**config.mk**
```make
export PLATFORM = sky130hd
export DESIGN_NAME = row_debouncer_array
export DESIGN_NICKNAME = d
export VERILOG_FILES = /design/src/rtl/keypad_pkg.sv /design/src/rtl/debounce_channel.sv /design/src/rtl/row_debouncer_array.sv
export SDC_FILE = /design/constraint.sdc
export NUM_CORES = 1
export LEC_CHECK = 0
export ABC_CLOCK_PERIOD_IN_PS = 1390
export CORE_MARGIN = 2
export CORE_UTILIZATION = 50
export CTS_CLUSTER_DIAMETER = 150
export DETAILED_ROUTE_END_ITERATION = 7
export HOLD_SLACK_MARGIN = 0.05
export PLACE_DENSITY = 0.82
export SKIP_LAST_GASP = 1
export SYNTH_ARGS = -nofsm -noshare
export SYNTH_HDL_FRONTEND = slang
export SYNTH_SLANG_ARGS = --single-unit
```
**constraint.sdc**
```tcl
create_clock -name clk -period 1.39 [get_ports clk]
set_input_delay 0.3475 -clock clk [delete_from_list [all_inputs] [get_ports clk]]
set_output_delay 0.3475 -clock clk [all_outputs]
set_load 0.01 [all_outputs]
```
**src/rtl/keypad_pkg.sv**
```systemverilog
// Shared types and defaults for the keypad row debouncer.
package keypad_pkg;

    typedef enum logic [1:0] {
        DB_IDLE,
        DB_PRESS_WAIT,
        DB_HELD,
        DB_RELEASE_WAIT
    } db_state_t;

    localparam int DB_STABLE_DEFAULT = 16;
    localparam int DB_SYNC_DEFAULT   = 2;

    // Counter must hold the larger of the stability and repeat thresholds.
    function automatic int db_cnt_width(input int stable, input int rpt);
        int m;
        m = (stable > rpt) ? stable : rpt;
        return $clog2(m) + 1;
    endfunction

endpackage

```
**src/rtl/debounce_channel.sv**
```systemverilog
// One keypad row line: input synchroniser, bounce filter FSM, optional auto-repeat.
module debounce_channel
    import keypad_pkg::*;
#(
    parameter int SYNC_STAGES   = DB_SYNC_DEFAULT,
    parameter int STABLE_CYCLES = DB_STABLE_DEFAULT,
    parameter int REPEAT_CYCLES = 0
) (
    input  logic clk,
    input  logic rst,
    input  logic raw,
    output logic level,
    output logic press_pulse,
    output logic release_pulse
);

    localparam int CW = db_cnt_width(STABLE_CYCLES, REPEAT_CYCLES);
    localparam logic [CW-1:0] STABLE_LAST = CW'(STABLE_CYCLES - 1);
    localparam logic [CW-1:0] REPEAT_LAST = CW'((REPEAT_CYCLES > 0) ? REPEAT_CYCLES - 1 : 0);
    localparam logic [CW-1:0] CNT_ONE     = CW'(1);

    if (SYNC_STAGES < 2) begin : g_bad_sync
        $error("debounce_channel: SYNC_STAGES must be >= 2");
    end
    if (STABLE_CYCLES < 2) begin : g_bad_stable
        $error("debounce_channel: STABLE_CYCLES must be >= 2");
    end
    if (REPEAT_CYCLES < 0 || REPEAT_CYCLES == 1) begin : g_bad_repeat
        $error("debounce_channel: REPEAT_CYCLES must be 0 or >= 2");
    end

    logic [SYNC_STAGES-1:0] sync_pipe;
    logic                   s;
    db_state_t              state;
    logic [CW-1:0]          cnt;

    assign s = sync_pipe[SYNC_STAGES-1];

    // Shift the asynchronous line through the synchroniser chain.
    always_ff @(posedge clk) begin
        if (rst) sync_pipe <= '0;
        else     sync_pipe <= {sync_pipe[SYNC_STAGES-2:0], raw};
    end

    // Filter FSM; pulses default low and are raised only on the accepting cycle.
    always_ff @(posedge clk) begin
        if (rst) begin
            state         <= DB_IDLE;
            cnt           <= '0;
            level         <= 1'b0;
            press_pulse   <= 1'b0;
            release_pulse <= 1'b0;
        end else begin
            press_pulse   <= 1'b0;
            release_pulse <= 1'b0;
            case (state)
                DB_IDLE: begin
                    if (s) begin
                        state <= DB_PRESS_WAIT;
                        cnt   <= CNT_ONE;
                    end
                end
                DB_PRESS_WAIT: begin
                    if (!s) begin
                        state <= DB_IDLE;
                        cnt   <= '0;
                    end else if (cnt == STABLE_LAST) begin
                        state       <= DB_HELD;
                        cnt         <= '0;
                        level       <= 1'b1;
                        press_pulse <= 1'b1;
                    end else begin
                        cnt <= cnt + CNT_ONE;
                    end
                end
                DB_HELD: begin
                    if (!s) begin
                        state <= DB_RELEASE_WAIT;
                        cnt   <= CNT_ONE;
                    end else if (REPEAT_CYCLES > 0) begin
                        if (cnt == REPEAT_LAST) begin
                            cnt         <= '0;
                            press_pulse <= 1'b1;
                        end else begin
                            cnt <= cnt + CNT_ONE;
                        end
                    end
                end
                DB_RELEASE_WAIT: begin
                    // A glitch back to 1 returns to HELD and restarts the repeat timer.
                    if (s) begin
                        state <= DB_HELD;
                        cnt   <= '0;
                    end else if (cnt == STABLE_LAST) begin
                        state         <= DB_IDLE;
                        cnt           <= '0;
                        level         <= 1'b0;
                        release_pulse <= 1'b1;
                    end else begin
                        cnt <= cnt + CNT_ONE;
                    end
                end
                default: begin
                    state <= DB_IDLE;
                    cnt   <= '0;
                    level <= 1'b0;
                end
            endcase
        end
    end

endmodule

```
**src/rtl/row_debouncer_array.sv**
```systemverilog
// N independent row-line debouncers plus a combined "any key held" flag.
module row_debouncer_array
    import keypad_pkg::*;
#(
    parameter int N_CH          = 4,
    parameter int SYNC_STAGES   = DB_SYNC_DEFAULT,
    parameter int STABLE_CYCLES = DB_STABLE_DEFAULT,
    parameter int REPEAT_CYCLES = 0
) (
    input  logic            clk,
    input  logic            rst,
    input  logic [N_CH-1:0] raw_in,
    output logic [N_CH-1:0] level,
    output logic [N_CH-1:0] press_pulse,
    output logic [N_CH-1:0] release_pulse,
    output logic            any_held
);

    if (N_CH < 1) begin : g_bad_nch
        $error("row_debouncer_array: N_CH must be >= 1");
    end

    for (genvar i = 0; i < N_CH; i++) begin : g_ch
        debounce_channel #(
            .SYNC_STAGES  (SYNC_STAGES),
            .STABLE_CYCLES(STABLE_CYCLES),
            .REPEAT_CYCLES(REPEAT_CYCLES)
        ) u_ch (
            .clk          (clk),
            .rst          (rst),
            .raw          (raw_in[i]),
            .level        (level[i]),
            .press_pulse  (press_pulse[i]),
            .release_pulse(release_pulse[i])
        );
    end

    // Levels are registered, so the OR adds no extra latency.
    assign any_held = |level;

endmodule
```
==> metrics.yaml, run 1 <==
yosys:
  synth_area_leader_cell: "dfxtp_1"
  synth_edf_count: 0
  async_flop_share_pct: 0
  synth_flop_cell: "dfxtp_1"
  synth_top_area_share_pct: 44.5
  synth_nets: 228
  ys_types: 39
  ys_seq_elements: 48
  mappedNetlistArea_sq_um: 2160
  ys_warn_count: 0
  syn_inst: 218
  syn_avg_cell_area_sq_um: 9.89
  synthTopCellsByArea: "dfxtp_1 (45%), a21oi_1 (5.3%), buf_4 (4.2%), nand3_1 (3.2%), xor2_1 (3.2%)"
  ys_seq_area_share_pct: 44.5
global_route:
  grtUsageMet1_pct: 23.7
  grtUsageMet2_pct: 31.0
  grt_max_degree: 15
  overflow: 0
  grt_usage_pct: 18.9
  antenna_found_initial: 0
  grt_pass1_wl_microns: 7380
  met3_usage_pct: 5.81
  first_global_vias: 1600
  top_usage_layer: "met2"
cells_and_area:
  antennaDiodeCount: 0
  final_core_util_pct: 64.2
  fin_nets: 258
  areaGrowthSynthToFinish_pct: 21.7
  drive_gt1_share_pct: 27.7
  fillers: 347
  instances_no_fill: 299
clock_tree:
  h-tree-depth: 2
  cts_tree: "done"
  postCtsHoldBufs: 0
  clkLatencyLatePin_ps: 300
  cts_buffer_depth: 2
  clkTransAtPathRegs_ps: 90
  numCtsBuffers: 5
  clock-root-buffer: "clkbuf_8"
  cts_setup_buffers: 0
  cts.sinks: 48
worst_hold_path:
  holdCritPathClass: "flop to flop"
  worstHoldPathCells: 1
pwr:
  p_per_area_nw_per_um2: 1040
  total_power_w: 0.00274
  ir_worst_vdd_mv: 0.687
  p_leak_nw: 1.03
sta:
  relSlewSlack_pct: 71.7
  period_share_pct: 118
  rsz0062_at_grt: "true"
  whs_ps: 443
  fmax_mhz: 608
  layout_setup_ws_ps: -256
  maxSlewViolCount: 0
  skew_ps: 7.01
  setup_violations: 1
  min_period_ps: 1650
  worst_pin_slew_ps: 424
  final-hold-violation-count: 0
drt:
  wl_per_cell_microns: 14.0
  num_vias: 1677
  drc: 0
  viasPerCell: 5.61
  totalWireLength_microns: 4200
  drt_iter0_markers: 132
  drtPass1Iterations: 4
  ant_nets: 0
worst_setup_path:
  end_kind: "primary output"
  r2r_slack_ps: 60
  reg2reg_depth: 3
  cp_max_fo: 2
  required_ps: 1040
  r2r-end: "g_ch[0].u_ch.cnt[3]"
  cpMaxStageDelayCell: "or4_4"
  critPathLaunchType: "flop"
  crit_chain: "or4_4 -> buf_6"
  cp.arrival_ps: 1300
  slowest_delay_ps: 520
  crit_end: "any_held"
  startpoint: "g_ch[0].u_ch.level"
  critPathKind: "flop to primary output"
die:
  fp.dieArea_sq_um: 4860
  core_area_sq_um: 4090
  die_width_microns: 69.7
  die_h_microns: 69.7
  ios: 19
  start_util_pct: 52.8
  rows: 23
placed_design:
  gp_congestion: 0.831
  hpwlAfterDp_microns: 2950
  place_ws_ps: -235
  placed_cells: 291
  port_buffers: 18
job:
  drv_cap: 0
outcome:
  outcome: "finished with violations"
  violations: "negative setup slack"
==> cells in the final DEF, fill, tap and decap left out, types with 4 or more instances in the layout <==
| master | synthesis | layout |
|---|---|---|
| a21oi_1 | 23 | 23 |
| and3_1 | 7 | 7 |
| buf_4 | 12 | 25 |
| clkbuf_8 | 0 | 5 |
| clkdlybuf4s50_1 | 0 | 5 |
| dfxtp_1 | 48 | 41 |
| dfxtp_2 | 0 | 7 |
| dlygate4sd2_1 | 0 | 8 |
| nand2_1 | 9 | 9 |
| nand3_1 | 14 | 14 |
| nor2b_1 | 8 | 8 |
| nor4b_2 | 2 | 8 |
| o2111ai_1 | 7 | 7 |
| o21ai_0 | 9 | 9 |
| o31ai_1 | 4 | 4 |
| or2_2 | 4 | 4 |
| or3b_1 | 6 | 6 |
| or4b_1 | 4 | 4 |
| xor2_1 | 8 | 8 |
| xor2_2 | 4 | 4 |
==> per-stage QoR <==
| step | TNS [ps] | instance area, sq um |
|---|---|---|
| floorplan | 0 | 2160 |
| global placement | -2560 | 2470 |
| detailed placement | -3030 | 2470 |
| CTS | -238 | 2570 |
| global route | -296 | 2630 |
| finish | -256 | 2630 |
==> kinds of logic after synthesis <==
family	count (synthesis)	share of synthesized area (%)
flops	48	44.5
compound gates	53	15.4
xor+xnor	12	6.26
simple gates	79	25.5
fa+ha+maj	4	2.32
buf+inv	22	5.97
==> report_power, final <==
group / switching (W) / total (W) / leakage, nW / internal, W
combinational: 0.000124 / 0.000283 / 0.579 / 0.000159
clock: 0.000467 / 0.00100 / 0.0552 / 0.000534
sequential: 0.0000333 / 0.00145 / 0.393 / 0.00142
total: 0.000624 / 0.00274 / 1.03 / 0.00211
==> what timing repair did <==
action                     in CTS  in global routing
pin swaps                       0                  1
gates resized for setup        22                 19
setup endpoints to repair      15                 13
==> state kept, by name, summed over array words and instances, names as in the netlist, named ones only <==
signal and flops:
g_ch.u_ch.cnt 20, g_ch.u_ch.sync_pipe 8, g_ch.u_ch.level 4, g_ch.u_ch.press_pulse 4, g_ch.u_ch.release_pulse 4, g_ch.u_ch.state 4
==> metal layers <==
layer / share of wire (%) / wire length, microns
met1: 47 / 1980
met3: 3.9 / 164
met5: 0 / 0
met2: 48 / 2000
met4: 1.3 / 53
==> layout make-up <==
| cell class | count | area, sq um | area share (%) |
|---|---|---|---|
| multi-input combinational | 148 | 1120 | 42.8 |
| tap | 50 | 62.6 | 2.38 |
| sequential | 48 | 970 | 36.9 |
| timing repair buffer | 43 | 354 | 13.5 |
| clock buffer | 6 | 72.6 | 2.76 |
| clock inverter | 2 | 35.0 | 1.33 |
| inverter | 2 | 7.51 | 0.286 |
==> worst max-delay path: cells and delay by family (launching register included) <==
family / cells / cell delay (ps)
and+or+nand+nor: 1 / 520
DFF: 1 / 340
buffers and inverters: 1 / 130
==> cell usage after synthesis (all sizes together), types with 6 or more instances <==
cell,instances
dfxtp,48
a21oi,23
nand3,17
buf,14
xor2,12
o21ai,10
nand2,9
and3,8
nor2b,8
nor4b,8
o2111ai,7
or2,7
clkbuf,6
or3b,6
==> worst min path at each step <==
| stage | from | end | slack [ps] |
|---|---|---|---|
| floorplan | g_ch[0].u_ch.sync_pipe[0] | g_ch[0].u_ch.sync_pipe[1] | 410 |
| global placement | g_ch[0].u_ch.sync_pipe[0] | g_ch[0].u_ch.sync_pipe[1] | 420 |
| detailed placement | g_ch[0].u_ch.sync_pipe[0] | g_ch[0].u_ch.sync_pipe[1] | 430 |
| CTS | g_ch[0].u_ch.sync_pipe[0] | g_ch[0].u_ch.sync_pipe[1] | 450 |
| global route | g_ch[3].u_ch.sync_pipe[0] | g_ch[3].u_ch.sync_pipe[1] | 460 |
| finish | g_ch[0].u_ch.sync_pipe[0] | g_ch[0].u_ch.sync_pipe[1] | 440 |
Power figures use the tool's default switching activity.
==> run 2: changes to the inputs <==
CORE_MARGIN = 1.5   (was 2)
PLACE_DENSITY = 0.78   (was 0.82)
SLEW_MARGIN = 30   (was default)
==> run 2 against run 1 <==
  * The run still ends with negative setup slack left
  * Combinational power decreased by 8.5%
  * Maximum frequency increased by 1.9%
  * Core utilization increased by 0.15 points
  * First-iteration DRC count decreased by 35%
  * Global-route usage increased by 1.1 points
  * Wire length decreased by 1.8%
  * Worst hold slack improved by 6.2 ps
  * Worst setup slack improved by 31 ps
  * Sequential share of layout area decreased by 0.18 points
  * Via count decreased by 0.60%
  * Non-clock buffer count decreased by 3
  * Critical endpoint unchanged
==> metrics.yaml, run 2 (synthesis gave the netlist of run 1 again) <==
sta:
  setup_violations: 1  # unchanged
  worst_pin_slew_ps: 426  # +1.41 ps
  final-hold-violation-count: 0  # unchanged
  min_period_ps: 1610  # -31.4 ps
  period_share_pct: 116  # -2.3 points
  rsz0062_at_grt: "true"
  relSlewSlack_pct: 71.6  # -0.094 points
  fmax_mhz: 619  # +1.9%
  tns_ps: -225  # +31.4 ps
  layout_setup_ws_ps: -225  # +31.4 ps
  skew_ps: 9.94  # +2.93 ps
  maxSlewViolCount: 0  # unchanged
placed_design:
  hpwlAfterDp_microns: 2920  # -1.3%
  port_buffers: 18  # unchanged
  placed_cells: 288  # -1.0%
  gp_congestion: 0.760  # -8.6%
die:
  die_h_microns: 68.7  # -1.4%
  core_area_sq_um: 4090  # unchanged
  fp.dieArea_sq_um: 4720  # -2.8%
  die_width_microns: 68.7  # -1.4%
  start_util_pct: 52.8  # unchanged
  rows: 23  # unchanged
  ios: 19  # unchanged
pwr:
  p_leak_nw: 1.03  # +0.77%
  total_power_w: 0.00290  # +6.1%
  ir_worst_vdd_mv: 0.647  # -5.8%
  p_per_area_nw_per_um2: 1100  # +5.9%
global_route:
  antenna_found_initial: 0  # unchanged
  grt_max_degree: 20  # +5
  overflow: 0  # unchanged
  top_usage_layer: "met2"
  grtUsageMet1_pct: 25.6  # +2.0 points
  grt_usage_pct: 20.0  # +1.1 points
  met3_usage_pct: 4.87  # -0.94 points
  grtUsageMet2_pct: 32.8  # +1.8 points
  first_global_vias: 1548  # -3.3%
  grt_pass1_wl_microns: 7020  # -4.9%
clock_tree:
  clkTransAtPathRegs_ps: 90  # about the same
  cts_buffer_depth: 2  # unchanged
  clock-root-buffer: "clkbuf_8"
  postCtsHoldBufs: 0  # unchanged
  cts.sinks: 48  # unchanged
  h-tree-depth: 2  # unchanged
  cts_tree: "done"
  cts_setup_buffers: 0  # unchanged
  clkLatencyLatePin_ps: 300  # about the same
  numCtsBuffers: 5  # unchanged
cells_and_area:
  layout_common_cells: "dfxtp_1 (43), a21oi_1 (23), buf_4 (20), nand3_1 (14)"
  largest-register: "g_ch.u_ch.cnt"
  areaGrowthSynthToFinish_pct: 22.0
  largest_reg_flops: 20  # unchanged
  fillers: 333  # -4.0%
  drive_gt1_share_pct: 25.6  # -2.1 points
  antennaDiodeCount: 0  # unchanged
  layout_commonest_cell: "dfxtp_1"
  instances_no_fill: 296  # -1.0%
  fin_nets: 255  # -1.2%
  top_regs: "g_ch.u_ch.cnt (20), g_ch.u_ch.sync_pipe (8)"
drt:
  drc: 0  # unchanged
  drtPass1Iterations: 4  # unchanged
  ant_nets: 0  # unchanged
  viasPerCell: 5.63  # +0.41%
  num_vias: 1667  # -0.60%
  drt_iter0_markers: 86  # -35%
  totalWireLength_microns: 4120  # -1.8%
  wl_per_cell_microns: 13.9  # -0.82%
worst_setup_path:
  r2r-start: "g_ch[3].u_ch.cnt[1]"
  end_kind: "primary output"
  critPathKind: "flop to primary output"
  startpoint: "g_ch[0].u_ch.level"
  critPathLaunchType: "flop"
  cp.arrival_ps: 1270  # -30 ps
  required_ps: 1040  # about the same
  reg2reg_depth: 4  # +1
  cp_max_fo: 2  # unchanged
worst_hold_path:
  worstHoldStart: "g_ch[1].u_ch.sync_pipe[0]"
  worstHoldPathCells: 1  # unchanged
  holdCritPathClass: "flop to flop"
outcome:
  violations: "negative setup slack"
  outcome: "finished with violations"
job:
  drv_cap: 0  # unchanged
-- run 2: final timing paths --
| path | end | slack, ps |
|---|---|---|
| max | any_held | -220 |
| min reg2reg | g_ch[1].u_ch.sync_pipe[1] | 450 |
| min | g_ch[1].u_ch.sync_pipe[1] | 450 |
| max reg2reg | g_ch[3].u_ch.release_pulse | 60 |
-- run 2: cell type report --
class                      count  area, sq um  share of cell area, %
inverter                       2         7.51                  0.285
timing repair buffer          40          345                   13.1
tap                           50         62.6                   2.38
multi-input combinational    148         1110                   42.2
clock buffer                   5         68.8                   2.62
sequential                    48          967                   36.8
clock inverter                 3         68.8                   2.62
-- run 2: what timing repair did --
item | CTS | global route
gates resized for setup | 20 | 17
setup endpoints to repair | 15 | 17
pin swaps | 0 | 1
endpoints found under the hold margin | 0 | 0
-- run 2: power breakdown --
| part | internal (W) | switching, W |
|---|---|---|
| Combinational | 0.000136 | 0.000123 |
| Sequential | 0.00142 | 0.0000294 |
| Clock | 0.000724 | 0.000475 |
-- run 2: through the flow --
step                      instance area [sq um]  setup slack (ps)  hold slack [ps]  util (%)
after global routing                       2630              -264              457      64.4
after detailed placement                   2470              -235              438      60.4
final                                      2630              -225              449      64.4
after CTS                                  2600              -240              454      63.6
after floorplan                            2160              65.5              414         -
after global placement                     2470              -230              422      60.4
-- run 2: layer usage --
metal	share of wire (%)	routed length, microns
met3	4.3	179
met2	47	1950
met4	0.90	37
met5	0	0
met1	47	1960
-- run 2: worst max-delay path, stage by stage, from the launching register on --
cell and delay, ps:
dfxtp_1 320, or4_1 500, buf_2 150
==> run 3: changes to the inputs <==
CORE_MARGIN = 3   (was 1.5)
SKIP_LAST_GASP = default   (was 1)
==> run 3 against run 2 <==
  * The run still ends with negative setup slack left
  * Worst setup slack lost 7.7 ps
  * Design area shrank 0.33%
  * Maximum frequency shrank 0.48%
  * Core utilization shrank 0.21 points
  * Combinational power grew 2%
  * Clock skew shrank 0.88 ps
  * Die area grew 8.9%
  * Clock power shrank 18%
  * Sequential power is essentially flat
  * Critical path type unchanged
  * Largest cell class unchanged
==> metrics.yaml, run 3 (synthesis gave the netlist of run 1 again) <==
clock_tree:
  cts_tree: "done"
  clkTransAtPathRegs_ps: 80  # about the same
  postCtsHoldBufs: 0  # unchanged
  cts_setup_buffers: 0  # unchanged
  cts.sinks: 48  # unchanged
  numCtsBuffers: 5  # unchanged
  cts_buffer_depth: 2  # unchanged
  h-tree-depth: 2  # unchanged
  clock-root-buffer: "clkbuf_8"
  clkLatencyLatePin_ps: 300  # about the same
cells_and_area:
  design_area_sq_um: 2620  # -0.33%
  fin_nets: 257  # +0.78%
  largest-register: "g_ch.u_ch.cnt"
  drive_gt1_share_pct: 27.8  # +2.2 points
  layout_common_cells: "dfxtp_1 (38), buf_4 (24), a21oi_1 (23), nand3_1 (14), dfxtp_2 (10)"
  instances_no_fill: 298  # +0.68%
  fillers: 333  # unchanged
  areaGrowthSynthToFinish_pct: 21.6
  antennaDiodeCount: 0  # unchanged
  largest_reg_flops: 20  # unchanged
  layout_commonest_cell: "dfxtp_1"
  top_regs: "g_ch.u_ch.cnt (20), g_ch.u_ch.sync_pipe (8)"
  final_core_util_pct: 64.2  # -0.21 points
placed_design:
  port_buffers: 18  # unchanged
  placed_cells: 290  # +0.69%
  gp_congestion: 0.785  # +3.4%
  dpl-instance-area_sq_um: 2460  # -0.41%
  hpwlAfterDp_microns: 2880  # -1.1%
sta:
  whs_ps: 444  # -4.50 ps
  final-hold-violation-count: 0  # unchanged
  period_share_pct: 117  # +0.56 points
  maxSlewViolCount: 0  # unchanged
  setup_violations: 1  # unchanged
  worst_pin_slew_ps: 413  # -13.2 ps
  rsz0062_at_grt: "true"
  relSlewSlack_pct: 72.5  # +0.88 points
  fmax_mhz: 616  # -0.48%
  skew_ps: 9.06  # -0.875 ps
  min_period_ps: 1620  # +7.74 ps
  layout_setup_ws_ps: -232  # -7.75 ps
  tns_ps: -232  # -7.75 ps
worst_setup_path:
  critPathLaunchType: "flop"
  end_kind: "primary output"
  critPathKind: "flop to primary output"
  required_ps: 1040  # about the same
  cp_max_fo: 2  # unchanged
  cp.arrival_ps: 1270  # about the same
pwr:
  p_leak_nw: 1.03  # about the same
  ir_worst_vdd_mv: 0.572  # -12%
  p_per_area_nw_per_um2: 1030  # -7.0%
die:
  die_width_microns: 71.7  # +4.4%
  rows: 23  # unchanged
  fp.dieArea_sq_um: 5140  # +8.9%
  die_h_microns: 71.7  # +4.4%
  core_area_sq_um: 4090  # unchanged
  start_util_pct: 52.8  # unchanged
  ios: 19  # unchanged
drt:
  num_vias: 1643  # -1.4%
  drt_iter0_markers: 111  # +29%
  viasPerCell: 5.51  # -2.1%
  totalWireLength_microns: 4240  # +2.9%
  ant_nets: 0  # unchanged
  drc: 0  # unchanged
  wl_per_cell_microns: 14.2  # +2.2%
  drtPass1Iterations: 4  # unchanged
global_route:
  antenna_found_initial: 0  # unchanged
  grt_pass1_wl_microns: 7190  # +2.3%
  grt_usage_pct: 17.8  # -2.2 points
  first_global_vias: 1581  # +2.1%
  grt_max_degree: 15  # -25%
  overflow: 0  # unchanged
outcome:
  violations: "negative setup slack"
  outcome: "finished with violations"
worst_hold_path:
  holdCritPathClass: "flop to flop"
job:
  drv_cap: 0  # unchanged
==> run 3: final cells by class <==
class	instances	area, sq um	share of cell area [%]
repair buffers	42	347	13.2
flip-flops and latches	48	973	37.1
clock inverters	2	35.0	1.34
inverters	2	7.51	0.286
well taps	50	62.6	2.39
clock buffers	6	72.6	2.77
multi-input cells	148	1120	42.9
==> run 3: timing repair <==
| action | 4_1_cts | 5_1_grt |
|---|---|---|
| endpoints found under the setup margin | 15 | 17 |
| hold endpoints to repair | 0 | 0 |
| gates resized for setup | 18 | 23 |
| gates cloned | 0 | 0 |
| pin swaps | 0 | 1 |
==> run 3: path summary, 6_finish.rpt <==
path                                           startpoint                         to  slack, ps  depth (start not counted)
worst min-delay path            g_ch[0].u_ch.sync_pipe[0]  g_ch[0].u_ch.sync_pipe[1]        440                          1
worst max register to register        g_ch[0].u_ch.cnt[1]         g_ch[0].u_ch.level         70                          4
worst min register to register  g_ch[0].u_ch.sync_pipe[0]  g_ch[0].u_ch.sync_pipe[1]        440                          1
worst max-delay path                   g_ch[2].u_ch.level                   any_held       -230                          2
==> run 3: power by group <==
group	switching (W)	internal [W]	total, W	leakage (nW)
clock	0.000446	0.000534	0.000980	0.0552
sequential	0.0000296	0.00142	0.00145	0.394
combinational	0.000125	0.000139	0.000264	0.585
total	0.000602	0.00209	0.00269	1.03
==> run 3: metrics by stage <==
stage / total power (W) / setup WS (ps)
2_1_floorplan: 0.00162 / 65.5
3_3_place_gp: 0.00175 / -228
6_report: 0.00269 / -232
4_1_cts: 0.00269 / -231
3_5_place_dp: 0.00175 / -242
5_1_grt: 0.00280 / -280
==> run 3: routing by layer <==
metal | global-route usage (%) | part of all wire, % | vias up | routed length [microns]
met5 | 0 | 0 | - | 0
met4 | 5.01 | 1.1 | 0 | 47
met3 | 5.47 | 3.8 | 7 | 162
met2 | 28.7 | 48 | 29 | 2040
met1 | 23.1 | 47 | 761 | 1990
li1 | - | - | 846 | -
==> run 3: worst max-delay path, cell delays in order (launching register included) <==
cell	delay (ps)
dfxtp_2	330
or4_1	500
buf_2	150
